`src/rtl/easyaxi_top.sv`:
```
// AXI4 demo: an internal master writes BURST_NUM INCR bursts into an internal slave memory, then raises done.
// Define EASYAXI_READBACK_EN to add the read-back phase with data checking (sticky err).
module easyaxi_top #(
    parameter int DATA_W    = 32,
    parameter int ADDR_W    = 8,
    parameter int BURST_LEN = 4,
    parameter int BURST_NUM = 4
) (
    input  logic clk,
    input  logic rst_n,   // synchronous, active-high despite the name
    input  logic enable,
    output logic done
);
    localparam int BEAT_W  = (BURST_LEN > 1) ? $clog2(BURST_LEN) : 1;
    localparam int BURST_W = (BURST_NUM > 1) ? $clog2(BURST_NUM) : 1;
    localparam int DEPTH   = 2 ** (ADDR_W - 2);
    localparam int STRB_W  = DATA_W / 8;
    localparam logic [1:0] RESP_OKAY   = 2'b00;
    localparam logic [1:0] RESP_SLVERR = 2'b10;
    localparam logic [1:0] BURST_INCR  = 2'b01;
    localparam logic [2:0] SIZE_WORD   = 3'd2;

    typedef enum logic [2:0] {IDLE, WR_ADDR, WR_DATA, WR_RESP, RD_ADDR, RD_DATA, DONE} m_state_t;
    typedef enum logic [1:0] {S_IDLE, S_WR, S_RESP, S_RD} s_state_t;

    // Every channel: a transfer happens on a rising edge with VALID and READY both 1;
    // once VALID is raised it and its payload hold steady until that transfer.
    logic              aw_valid, aw_ready;
    logic [ADDR_W-1:0] aw_addr;
    logic [7:0]        aw_len;
    logic [2:0]        aw_size;
    logic [1:0]        aw_burst;
    logic              w_valid, w_ready, w_last;
    logic [DATA_W-1:0] w_data;
    logic [STRB_W-1:0] w_strb;
    logic              b_valid, b_ready;
    logic [1:0]        b_resp;

    m_state_t           state, state_nxt;
    s_state_t           s_state, s_state_nxt;
    logic [BURST_W-1:0] burst_cnt;
    logic [BEAT_W-1:0]  beat_cnt;
    logic               req_active, ar_wait, m_ready, err;
    logic               last_burst, beat_last, rd_beat, rd_last;
    logic [DATA_W-1:0]  beat_pattern;
    logic [ADDR_W-1:0]  burst_addr;

    logic [ADDR_W-1:0] s_addr, s_addr_nxt;
    logic [7:0]        s_len, s_cnt;
    logic [2:0]        s_size;
    logic [1:0]        s_burst;
    logic              s_werr;
    logic [DATA_W-1:0] mem [DEPTH];

    assign last_burst   = (burst_cnt == BURST_W'(BURST_NUM - 1));
    assign beat_last    = (beat_cnt == BEAT_W'(BURST_LEN - 1));
    assign burst_addr   = ADDR_W'(int'(burst_cnt) * BURST_LEN * 4);
    assign beat_pattern = DATA_W'(32'hDA7A_0000 | (32'(burst_cnt) << 8) | 32'(beat_cnt));

    // Master issue: enable gates only the first cycle of VALID; req_active keeps it up until accepted.
    assign aw_valid = (state == WR_ADDR) && (enable || req_active);
    assign aw_addr  = burst_addr;
    assign aw_len   = 8'(BURST_LEN - 1);
    assign aw_size  = SIZE_WORD;
    assign aw_burst = BURST_INCR;
    assign w_valid  = (state == WR_DATA);
    assign w_data   = beat_pattern;
    assign w_strb   = '1;
    assign w_last   = beat_last;
    assign b_ready  = m_ready;
    assign done     = (state == DONE);

    assign w_ready    = (s_state == S_WR);
    assign b_valid    = (s_state == S_RESP);
    assign b_resp     = s_werr ? RESP_SLVERR : RESP_OKAY;
    assign s_addr_nxt = (s_burst == BURST_INCR) ? s_addr + (ADDR_W'(1) << s_size) : s_addr;

`ifdef EASYAXI_READBACK_EN
    localparam m_state_t WR_NEXT = RD_ADDR;
    logic              ar_valid, ar_ready, r_valid, r_ready, r_last;
    logic [ADDR_W-1:0] ar_addr;
    logic [7:0]        ar_len;
    logic [2:0]        ar_size;
    logic [1:0]        ar_burst, r_resp;
    logic [DATA_W-1:0] r_data;

    assign ar_valid = (state == RD_ADDR) && (enable || req_active);
    assign ar_addr  = burst_addr;
    assign ar_len   = 8'(BURST_LEN - 1);
    assign ar_size  = SIZE_WORD;
    assign ar_burst = BURST_INCR;
    assign r_ready  = m_ready;
    assign r_valid  = (s_state == S_RD);
    assign r_data   = mem[s_addr[ADDR_W-1:2]];
    assign r_resp   = RESP_OKAY;
    assign r_last   = (s_cnt == s_len);
    assign ar_wait  = ar_valid && !ar_ready;
    assign rd_beat  = r_valid && r_ready;
    assign rd_last  = r_last;

    always_ff @(posedge clk) begin
        if (rst_n)
            err <= 1'b0;
        else if ((rd_beat && (r_data != beat_pattern || r_resp != RESP_OKAY || r_last != beat_last)) ||
                 (b_valid && b_ready && b_resp != RESP_OKAY))
            err <= 1'b1;
    end
`else
    localparam m_state_t WR_NEXT = DONE;
    assign ar_wait = 1'b0;
    assign rd_beat = 1'b0;
    assign rd_last = 1'b0;
    assign err     = 1'b0;
`endif

    always_comb begin
        state_nxt = state;
        case (state)
            IDLE:    if (enable) state_nxt = WR_ADDR;
            WR_ADDR: if (aw_valid && aw_ready) state_nxt = WR_DATA;
            WR_DATA: if (w_valid && w_ready && w_last) state_nxt = WR_RESP;
            WR_RESP: if (b_valid && b_ready) state_nxt = last_burst ? WR_NEXT : WR_ADDR;
`ifdef EASYAXI_READBACK_EN
            RD_ADDR: if (ar_valid && ar_ready) state_nxt = RD_DATA;
            RD_DATA: if (rd_beat && rd_last) state_nxt = last_burst ? DONE : RD_ADDR;
`endif
            DONE:    state_nxt = DONE;
            default: state_nxt = IDLE;
        endcase
    end

    always_ff @(posedge clk) begin
        if (rst_n) begin
            state      <= IDLE;
            burst_cnt  <= '0;
            beat_cnt   <= '0;
            req_active <= 1'b0;
            m_ready    <= 1'b0;
        end else begin
            state      <= state_nxt;
            m_ready    <= 1'b1;
            req_active <= (aw_valid && !aw_ready) || ar_wait;
            if ((w_valid && w_ready) || rd_beat)
                beat_cnt <= beat_last ? '0 : beat_cnt + 1'b1;
            if ((b_valid && b_ready) || (rd_beat && rd_last))
                burst_cnt <= last_burst ? '0 : burst_cnt + 1'b1;
        end
    end

    always_comb begin
        s_state_nxt = s_state;
        case (s_state)
            S_IDLE: begin
                if (aw_valid && aw_ready) s_state_nxt = S_WR;
`ifdef EASYAXI_READBACK_EN
                else if (ar_valid && ar_ready) s_state_nxt = S_RD;
`endif
            end
            S_WR:   if (w_valid && w_ready && w_last) s_state_nxt = S_RESP;
            S_RESP: if (b_valid && b_ready) s_state_nxt = S_IDLE;
`ifdef EASYAXI_READBACK_EN
            S_RD:   if (rd_beat && r_last) s_state_nxt = S_IDLE;
`endif
            default: s_state_nxt = S_IDLE;
        endcase
    end

    // Slave: a WLAST that disagrees with the accepted AWLEN turns the B response into SLVERR.
    always_ff @(posedge clk) begin
        if (rst_n) begin
            s_state  <= S_IDLE;
            aw_ready <= 1'b0;
            s_addr   <= '0;
            s_len    <= '0;
            s_cnt    <= '0;
            s_size   <= '0;
            s_burst  <= '0;
            s_werr   <= 1'b0;
`ifdef EASYAXI_READBACK_EN
            ar_ready <= 1'b0;
`endif
        end else begin
            s_state  <= s_state_nxt;
            aw_ready <= (s_state == S_IDLE) && aw_valid && !aw_ready;
`ifdef EASYAXI_READBACK_EN
            ar_ready <= (s_state == S_IDLE) && ar_valid && !ar_ready && !aw_valid;
`endif
            if (aw_valid && aw_ready) begin
                s_addr  <= aw_addr;
                s_len   <= aw_len;
                s_size  <= aw_size;
                s_burst <= aw_burst;
                s_cnt   <= '0;
                s_werr  <= 1'b0;
`ifdef EASYAXI_READBACK_EN
            end else if (ar_valid && ar_ready) begin
                s_addr  <= ar_addr;
                s_len   <= ar_len;
                s_size  <= ar_size;
                s_burst <= ar_burst;
                s_cnt   <= '0;
`endif
            end else if ((w_valid && w_ready) || rd_beat) begin
                s_addr <= s_addr_nxt;
                s_cnt  <= s_cnt + 1'b1;
            end
            if (w_valid && w_ready && (w_last != (s_cnt == s_len)))
                s_werr <= 1'b1;
        end
    end

    always_ff @(posedge clk) begin
        if (w_valid && w_ready)
            for (int b = 0; b < STRB_W; b++)
                if (w_strb[b]) mem[s_addr[ADDR_W-1:2]][b*8 +: 8] <= w_data[b*8 +: 8];
    end

endmodule

```
`config.mk`:
```
export PLATFORM = sky130hd
export DESIGN_NAME = easyaxi_top
export DESIGN_NICKNAME = d
export VERILOG_FILES = /design/src/rtl/easyaxi_top.sv
export SDC_FILE = /design/constraint.sdc
export NUM_CORES = 1
export LEC_CHECK = 0
export ABC_AREA = 1
export CAP_MARGIN = 15
export CORE_AREA = 10 10 47 49
export CTS_BUF_LIST = sky130_fd_sc_hd__clkbuf_2
export CTS_CLUSTER_DIAMETER = 80
export DETAILED_ROUTE_END_ITERATION = 8
export DIE_AREA = 0 0 57 59
export DONT_BUFFER_PORTS = 1
export PLACE_DENSITY = 0.68
export SYNTH_ARGS = -nofsm -noshare
export SYNTH_HDL_FRONTEND = slang
export SYNTH_SLANG_ARGS = --single-unit
```
`constraint.sdc`:
```
create_clock -name clk -period 3 [get_ports clk]
set_input_delay 0.6 -clock clk [delete_from_list [all_inputs] [get_ports clk]]
set_output_delay 0.6 -clock clk [all_outputs]
set_load 0.03 [all_outputs]
```
---- Word level (Yosys, flattened, before mapping) ----
Index checks and enable logic that the tools add are counted.
storage, ports and cells
  bits in registers ....................... 12
  output and inout port bits .............. 1
  input bits .............................. 3
  logic and storage cells ................. 51
operators by class
  mux-type cells .......................... 13
  add/subtract/negate cells ............... 2
  reduce and logical (&&, ||, !) cells .... 14
  eq/ne operators ......................... 15
operators by type and width
  operator                                             count
  two-way mux 3 bit                                    5
  case mux 3 bit (5 select lines)                      1
  two-way mux 2 bit                                    5
  logical AND 1 bit                                    8
  != test 2 x 1 -> 1 bit, second input constant        4
  equality test 2 bit, second input constant           3
  equality test 3 x 2 -> 1 bit, second input constant  2
  != test 2 bit, second input constant                 3
  case mux 2 bit (3 select lines)                      1
  adder 2 x 1 -> 2 bit, second input constant          2
  AND reduction 4 bit                                  1
  equality test 3 x 1 -> 1 bit, second input constant  1
  equality test 3 bit, second input constant           1
  zero test 3 bit                                      1
  AND reduction 3 bit                                  1
  equality test 2 x 1 -> 1 bit, second input constant  1
  zero test 2 bit                                      1
  zero test 1 bit                                      1
  logical OR 1 bit                                     1
  two-way mux 1 bit                                    1

---- Logic depth before layout (Yosys ltp) ----
Gate-level depths: netlist of run 1.
  word-level depth ........................ 5
  gate-level depth with buffers ........... 9
  mapped depth without buffers ............ 9

---- Worst setup path before layout of run 1 ----
OpenSTA, ideal clock, no wires.
  kind .................................... register to output
  start ................................... register state[1]
  end ..................................... output done
  setup slack ............................. 1.484 ns
  data arrival time ....................... 0.916 ns
  cell stages (with the launch flop) ...... 3
  path through ............................ dfxtp_1 -> nand2_2 -> nor2_1
between the ends
  cells in the longest elaborated chain, start to end .. 1
RTL lines
  item                    line  text
  from (decl)             39    m_state_t state, state_nxt;
  from (signal assigned)  140   state <= state_nxt;
  equality test 3 bit     71    assign done = (state == DONE);
  to (decl)               12    output logic done
Every way passes these cells.

---- Final worst setup path of run 1 ----
Same ends and word-level chain as after synthesis.

==> summary.md, run 1 <==
| Metric | Value |
|---|---|
| Post-layout nets | `94` |
| Antenna Nets Post-Route | `0` |
| Clock-pin transition on the worst setup and hold timing paths | `around 0.1 ns` |
| Initial drt markers | `13` |
| Proportion of layout cells with a drive suffix above 1 | `0.1494` |
| Pins Over Slew Limit | `0` |
| Worst Path Max Fanout | `6` |
| Proportion of synthesized chip area in sequential cells | `0.3975` |
| Antenna violations before repair | `0` |
| Max transition margin | `0.6323` |
| Largest family of logic cells by synthesized area | `simple AND/OR/NAND/NOR gates` |
| Fraction of the mapped netlist area in compound gates | `0.1325` |
| Count of synthesis-stage warnings from yosys | `0` |
| Type of element capturing the critical path | `output pin` |
| ANT cells | `0` |
| Cell count after synthesis | `84` |
| Total wire length | `between 1000 and 1500 um` |
| Final critical delay including setup and external delays | `about 1.9 ns` |
| Syn avg cell area | `~7 sq um` |
| Vias after detailed routing | `roughly 520` |
| WP data arrival | `roughly 1.3 ns` |
| Clock sinks | `12` |
| Final worst clock skew | `around 0.00096 ns` |
| Number of cells on the worst hold path | `1` |
| Core occupancy in the finished layout | `0.4563` |
| Leading cell types in the layout, fill and taps excluded | `sky130_fd_sc_hd__nor2_1, sky130_fd_sc_hd__nand2_1, sky130_fd_sc_hd__dfxtp_1` |
| I/O pin count | `4` |
| CTS tree | `yes` |
| Worst Setup Start Kind | `register` |
| Clock network latency to the later pin of the worst-skew pair | `between 0.2 and 0.3 ns` |
| Wire length of the first global-routing pass | `about 1900 um` |
| Reg-to-reg endpoint | `state[0]` |
| Count of different cell masters after synthesis | `19` |
| Worst flop-to-flop path startpoint | `beat_cnt[0]` |
| Cts hold-fix bufs | `0` |
| Final critical-path share of the clock period | `0.6278` |
| Synth-to-Final Area Change | `5.797%` |
| Number of global-route vias before repair | `roughly 480` |
| # Max-Cap Violations | `0` |
| DIE AREA | `approximately 3400 sq um` |
| Initial core utilization | `0.4313` |
| Final-report setup violation count | `0` |
| Die width | `between 50 and 60 um` |
| Global route overflow | `0` |
| Post-Synth Adder-Cell Area | `0.04141` |
| Synth Register Bits | `12` |
| Post-synthesis net count | `89` |
| Total CTS buffers | `3` |
| Slack of the worst reg-to-reg path | `1.79 ns` |
| Outcome | `finished clean` |
| Measured slew at the worst slew-check pin | `around 0.55 ns` |
| Overall routing resource usage | `0.07130` |
| Core Box Area | `approximately 1400 sq um` |
| Required @ worst endpoint | `~2.4 ns` |
| Number of failing hold endpoints at the final stage | `0` |
| Via density per instance | `about 5.1` |
| Post-synthesis simple-gate area fraction | `0.3416` |
| Power per cell area | `slightly above 600 nW/um^2` |
| CTS root buffer | `sky130_fd_sc_hd__clkbuf_2` |
| Setup Buffers After CTS | `0` |
| Worst min path class | `in -> reg` |
| Worst setup path class | `reg -> out` |
| Peak ir drop on the vdd network | `around 0.00022 V` |
| Total Negative Setup Slacks | `0 ns` |
| Die Y-Extent | `a little under 60 um` |
| Worst min-delay path endpoint | `state[2]` |
| Cell area after synthesis | `slightly above 600 sq um` |
| Rows | `14` |
| Number of DRC violations after detailed routing | `0` |
| Largest net degree at the start of global routing | `8` |
| Number of buffers on the longest clock path | `2` |
| Peak Freq | `530.9 MHz` |
| Static leakage | `0.2833 nW` |
| Worst-case reg-to-reg path depth | `6` |
| Number of port buffers | `0` |
| Post-Synth XOR/XNOR Area | `0` |
| Mean routed wirelength per cell | `approximately 11 um` |
| Post-DP HPWL | `881.1 um` |
| Number of levels in the clock H-tree | `1` |
| Portion of netlist area occupied by mux cells | `0` |
| RSZ-0062 raised after global routing | `false` |
| Hold_sp | `rst_n` |
| Resized Gates After CTS | `0` |
| Final weighted congestion in routability-driven placement | `~0.87` |
| First drt pass iteration count | `4` |
## kinds of logic (layout without fill, tap and decap cells)
group	Yosys count	in the layout
simple gates	41	41
compound gates	15	15
buf+inv	14	17
flops	12	12
fa+ha+maj	2	2
## sequential cells by signal, summed over array words and instances (netlist names)
| register | count |
|---|---|
| aw_ready | 1 |
| b_ready | 1 |
| beat_cnt | 2 |
| burst_cnt | 2 |
| req_active | 1 |
| s_state | 2 |
| state | 3 |
## cell usage after synthesis (all sizes together)
cell | count | area, sq um
inv | 14 | 52.55
nand2 | 14 | 55.06
nor2 | 14 | 55.06
dfxtp | 12 | 240.2
o21ai | 8 | 40.03
a21oi | 6 | 30.03
nand3 | 6 | 40.04
nor3 | 4 | 30.03
ha | 2 | 25.02
and2 | 1 | 6.260
nand3b | 1 | 7.510
nor3b | 1 | 12.51
o211a | 1 | 10.01
## how the worst max path moves through the flow
stage,from,to,cells past startpoint
after floorplan,state[1],done,2
after CTS,state[1],done,2
after global routing,state[1],done,2
after global placement,state[1],done,2
final,state[1],done,2
after detailed placement,state[1],done,2
## area by class of cell
cell class	count	area [sq um]
Clock buffer	3	15.01
Inverter	14	52.55
Sequential cell	12	240.2
Tap cell	16	20.02
Fill cell	149	762.0
Multi-Input combinational cell	58	311.5
## metrics by stage
stage	hold WS (ns)	power (mW)	setup WS, ns	cell area, sq um	instances
3_3_place_gp	0.4211	0.3188	1.433	624.3	100
2_1_floorplan	0.4129	0.2991	1.484	604.3	84
3_5_place_dp	0.4306	0.3230	1.406	624.3	100
6_report	0.3844	0.3969	1.117	639.4	103
4_1_cts	0.3684	0.4029	1.091	639.4	103
5_1_grt	0.3676	0.4254	1.026	639.4	103
## worst max-delay path: stages, from the launching register on
cell and delay (ns):
sky130_fd_sc_hd__dfxtp_1 0.46, sky130_fd_sc_hd__nand2_2 0.11, sky130_fd_sc_hd__nor2_1 0.44
## power breakdown
part,total (mW),switching [mW],internal [mW],leakage [nW]
sequential,0.193,0.0182,0.174,0.0977
combinational,0.126,0.0801,0.0462,0.173
clock,0.0779,0.0507,0.0272,0.0125
total,0.397,0.149,0.248,0.283
## layer usage
metal  global-route usage  wire length (um)  share of wire  vias up
met4              0.07047                47          0.043        0
met5                    0                 0              0        -
li1                     -                 -              -      277
met3              0.02146                51          0.046        5
met1              0.06763               470           0.43      233
met2               0.1194               532           0.48        7
No activity file was read; power rests on OpenSTA's default activity.
==> run 2: changes to the inputs <==
==> constraint.sdc (replaced) <==
create_clock -name clk -period 1.93 [get_ports clk]
set_input_delay 0.386 -clock clk [delete_from_list [all_inputs] [get_ports clk]]
set_output_delay 0.386 -clock clk [all_outputs]
set_load 0.03 [all_outputs]
==> run 2 against run 1 <==
Die area unchanged; worst hold slack got worse by 0.21 ns; count of clock-buffer cells in the layout unchanged; clock power increased by 58%; largest cell class unchanged; largest power group unchanged; highest routed layer unchanged.
==> summary.md, run 2 (synthesis gave the netlist of run 1 again) <==
| Metric | Value |
|---|---|
| Total Negative Setup Slacks | `0 ns (unchanged)` |
| Largest net degree at the start of global routing | `8 (unchanged)` |
| WP data arrival | `1.29 ns (about the same)` |
| RSZ-0062 raised after global routing | `false` |
| Wire length of the first global-routing pass | `1869 um (+0.32%)` |
| Core Box Area | `1401 sq um (unchanged)` |
| Die width | `57 um (unchanged)` |
| Clock network latency to the later pin of the worst-skew pair | `0.26 ns (about the same)` |
| Clock sinks | `12 (unchanged)` |
| Mean routed wirelength per cell | `10.80 um (+0.91%)` |
| ANT cells | `0 (unchanged)` |
| DIE AREA | `3363 sq um (unchanged)` |
| Number of DRC violations after detailed routing | `0 (unchanged)` |
| # Max-Cap Violations | `0 (unchanged)` |
| Area of all placed cells without fillers | `639.4 sq um (unchanged)` |
| Final-report setup violation count | `0 (unchanged)` |
| Number of port buffers | `0 (unchanged)` |
| Overall routing resource usage | `0.06991 (-0.001396)` |
| Final critical delay including setup and external delays | `about 1.7 ns` |
| Worst setup path class | `reg -> out` |
| Power per cell area | `965.6 nW/um^2 (+56%)` |
| Peak Freq | `596.5 MHz` |
| CTS root buffer | `sky130_fd_sc_hd__clkbuf_2` |
| Total wire length | `1112 um (+0.91%)` |
| Pins Over Slew Limit | `0 (unchanged)` |
| Clock-pin transition on the worst setup and hold timing paths | `0.11 ns (about the same)` |
| Final Power | `0.6174 mW (+56%)` |
| Count of non-filler cells in the finished layout | `103 (unchanged)` |
| Post-DP HPWL | `863.9 um (-2.0%)` |
| Setup Buffers After CTS | `0 (unchanged)` |
| Resized Gates After CTS | `0 (unchanged)` |
| Measured slew at the worst slew-check pin | `0.5593 ns (+0.009695 ns)` |
| # fillers | `159 (+6.7%)` |
| Initial drt markers | `8 (-5)` |
| Core occupancy in the finished layout | `0.4563 (unchanged)` |
| Die Y-Extent | `59 um (unchanged)` |
| Final weighted congestion in routability-driven placement | `0.8661 (-0.14%)` |
| Proportion of layout cells with a drive suffix above 1 | `0.1494 (unchanged)` |
| Global route overflow | `0 (unchanged)` |
| I/O pin count | `4 (unchanged)` |
| Total CTS buffers | `3 (unchanged)` |
| Area after DPL | `624.3 sq um (unchanged)` |
| Via density per instance | `5.087 (+0.38%)` |
| Number of global-route vias before repair | `483 (+1.3%)` |
| Number of flip-flops in the largest register | `3 (unchanged)` |
| Number of buffers on the longest clock path | `2 (unchanged)` |
| Leading cell types in the layout, fill and taps excluded | `sky130_fd_sc_hd__nor2_1, sky130_fd_sc_hd__nand2_1, sky130_fd_sc_hd__dfxtp_1` |
| Fin worst setup slack | `0.2536 ns (-0.8629 ns)` |
| Post-layout nets | `94 (unchanged)` |
| Post-Place Cells | `100 (unchanged)` |
| First drt pass iteration count | `4 (unchanged)` |
| Worst Path Max Fanout | `6 (unchanged)` |
| Rows | `14 (unchanged)` |
| Cts hold-fix bufs | `0 (unchanged)` |
| Max transition margin | `0.6258 (-0.006487)` |
| Synth-to-Final Area Change | `5.797% (unchanged)` |
| Setup slack at placement | `0.5477 ns (-0.8583 ns)` |
| Peak ir drop on the vdd network | `0.0003291 V (+49%)` |
| Initial core utilization | `0.4313 (unchanged)` |
| Number of levels in the clock H-tree | `1 (unchanged)` |
| Required @ worst endpoint | `1.54 ns (-0.86 ns)` |
| Vias after detailed routing | `524 (+0.38%)` |
| Type of element capturing the critical path | `output pin` |
| CTS tree | `yes` |
| Outcome | `finished clean` |
| Number of cells on the worst hold path | `1 (unchanged)` |
| Antenna violations before repair | `0 (unchanged)` |
| Number of failing hold endpoints at the final stage | `0 (unchanged)` |
| Antenna Nets Post-Route | `0 (unchanged)` |
| Largest register by flop count | `state` |
| Final critical-path share of the clock period | `0.8686` |
| Worst Setup Start Kind | `register` |
| Worst hold-check slack | `0.1702 ns (-0.2141 ns)` |
| Worst min path class | `in -> reg` |
| Static leakage | `0.2833 nW (unchanged)` |
| Final worst clock skew | `0.0006538 ns (-0.0003074 ns)` |
| Worst-case reg-to-reg path depth | `6 (unchanged)` |
## run 2: cell counts in the layout (fill, tap and decap cells not counted)
No cell type changed its count.
## run 2: critical path, stage by stage (launching register included)
cell	delay, ns
sky130_fd_sc_hd__dfxtp_1	0.47
sky130_fd_sc_hd__nand2_2	0.11
sky130_fd_sc_hd__nor2_1	0.45
## run 2: layout make-up
cell class,count,area (sq um),share of cell area
well taps,16,20.02,0.03131
multi-input cells,58,311.5,0.4873
clock buffers,3,15.01,0.02348
flip-flops and latches,12,240.2,0.3757
inverters,14,52.55,0.08219
## run 2: worst paths after layout
check | startpoint | to | slack, ns
setup / recovery | state[1] | done | 0.25
hold / removal | rst_n | s_state[1] | 0.17
setup reg to reg | beat_cnt[0] | state[0] | 0.71
hold reg to reg | aw_ready | req_active | 0.45
## run 2: report_power, final
part           total, mW  switching [mW]  internal, mW
registers          0.300          0.0291         0.271
clock network      0.123          0.0807        0.0424
logic              0.194           0.122        0.0718
total              0.617           0.232         0.385
## run 2: layer usage
layer	vias up	share of wire	routed length [um]	global-route usage
met5	-	0	0	0
met4	0	0.034	38	0.06040
met3	5	0.033	37	0.02146
met2	5	0.47	528	0.1225
met1	236	0.46	508	0.06498
li1	278	-	-	-
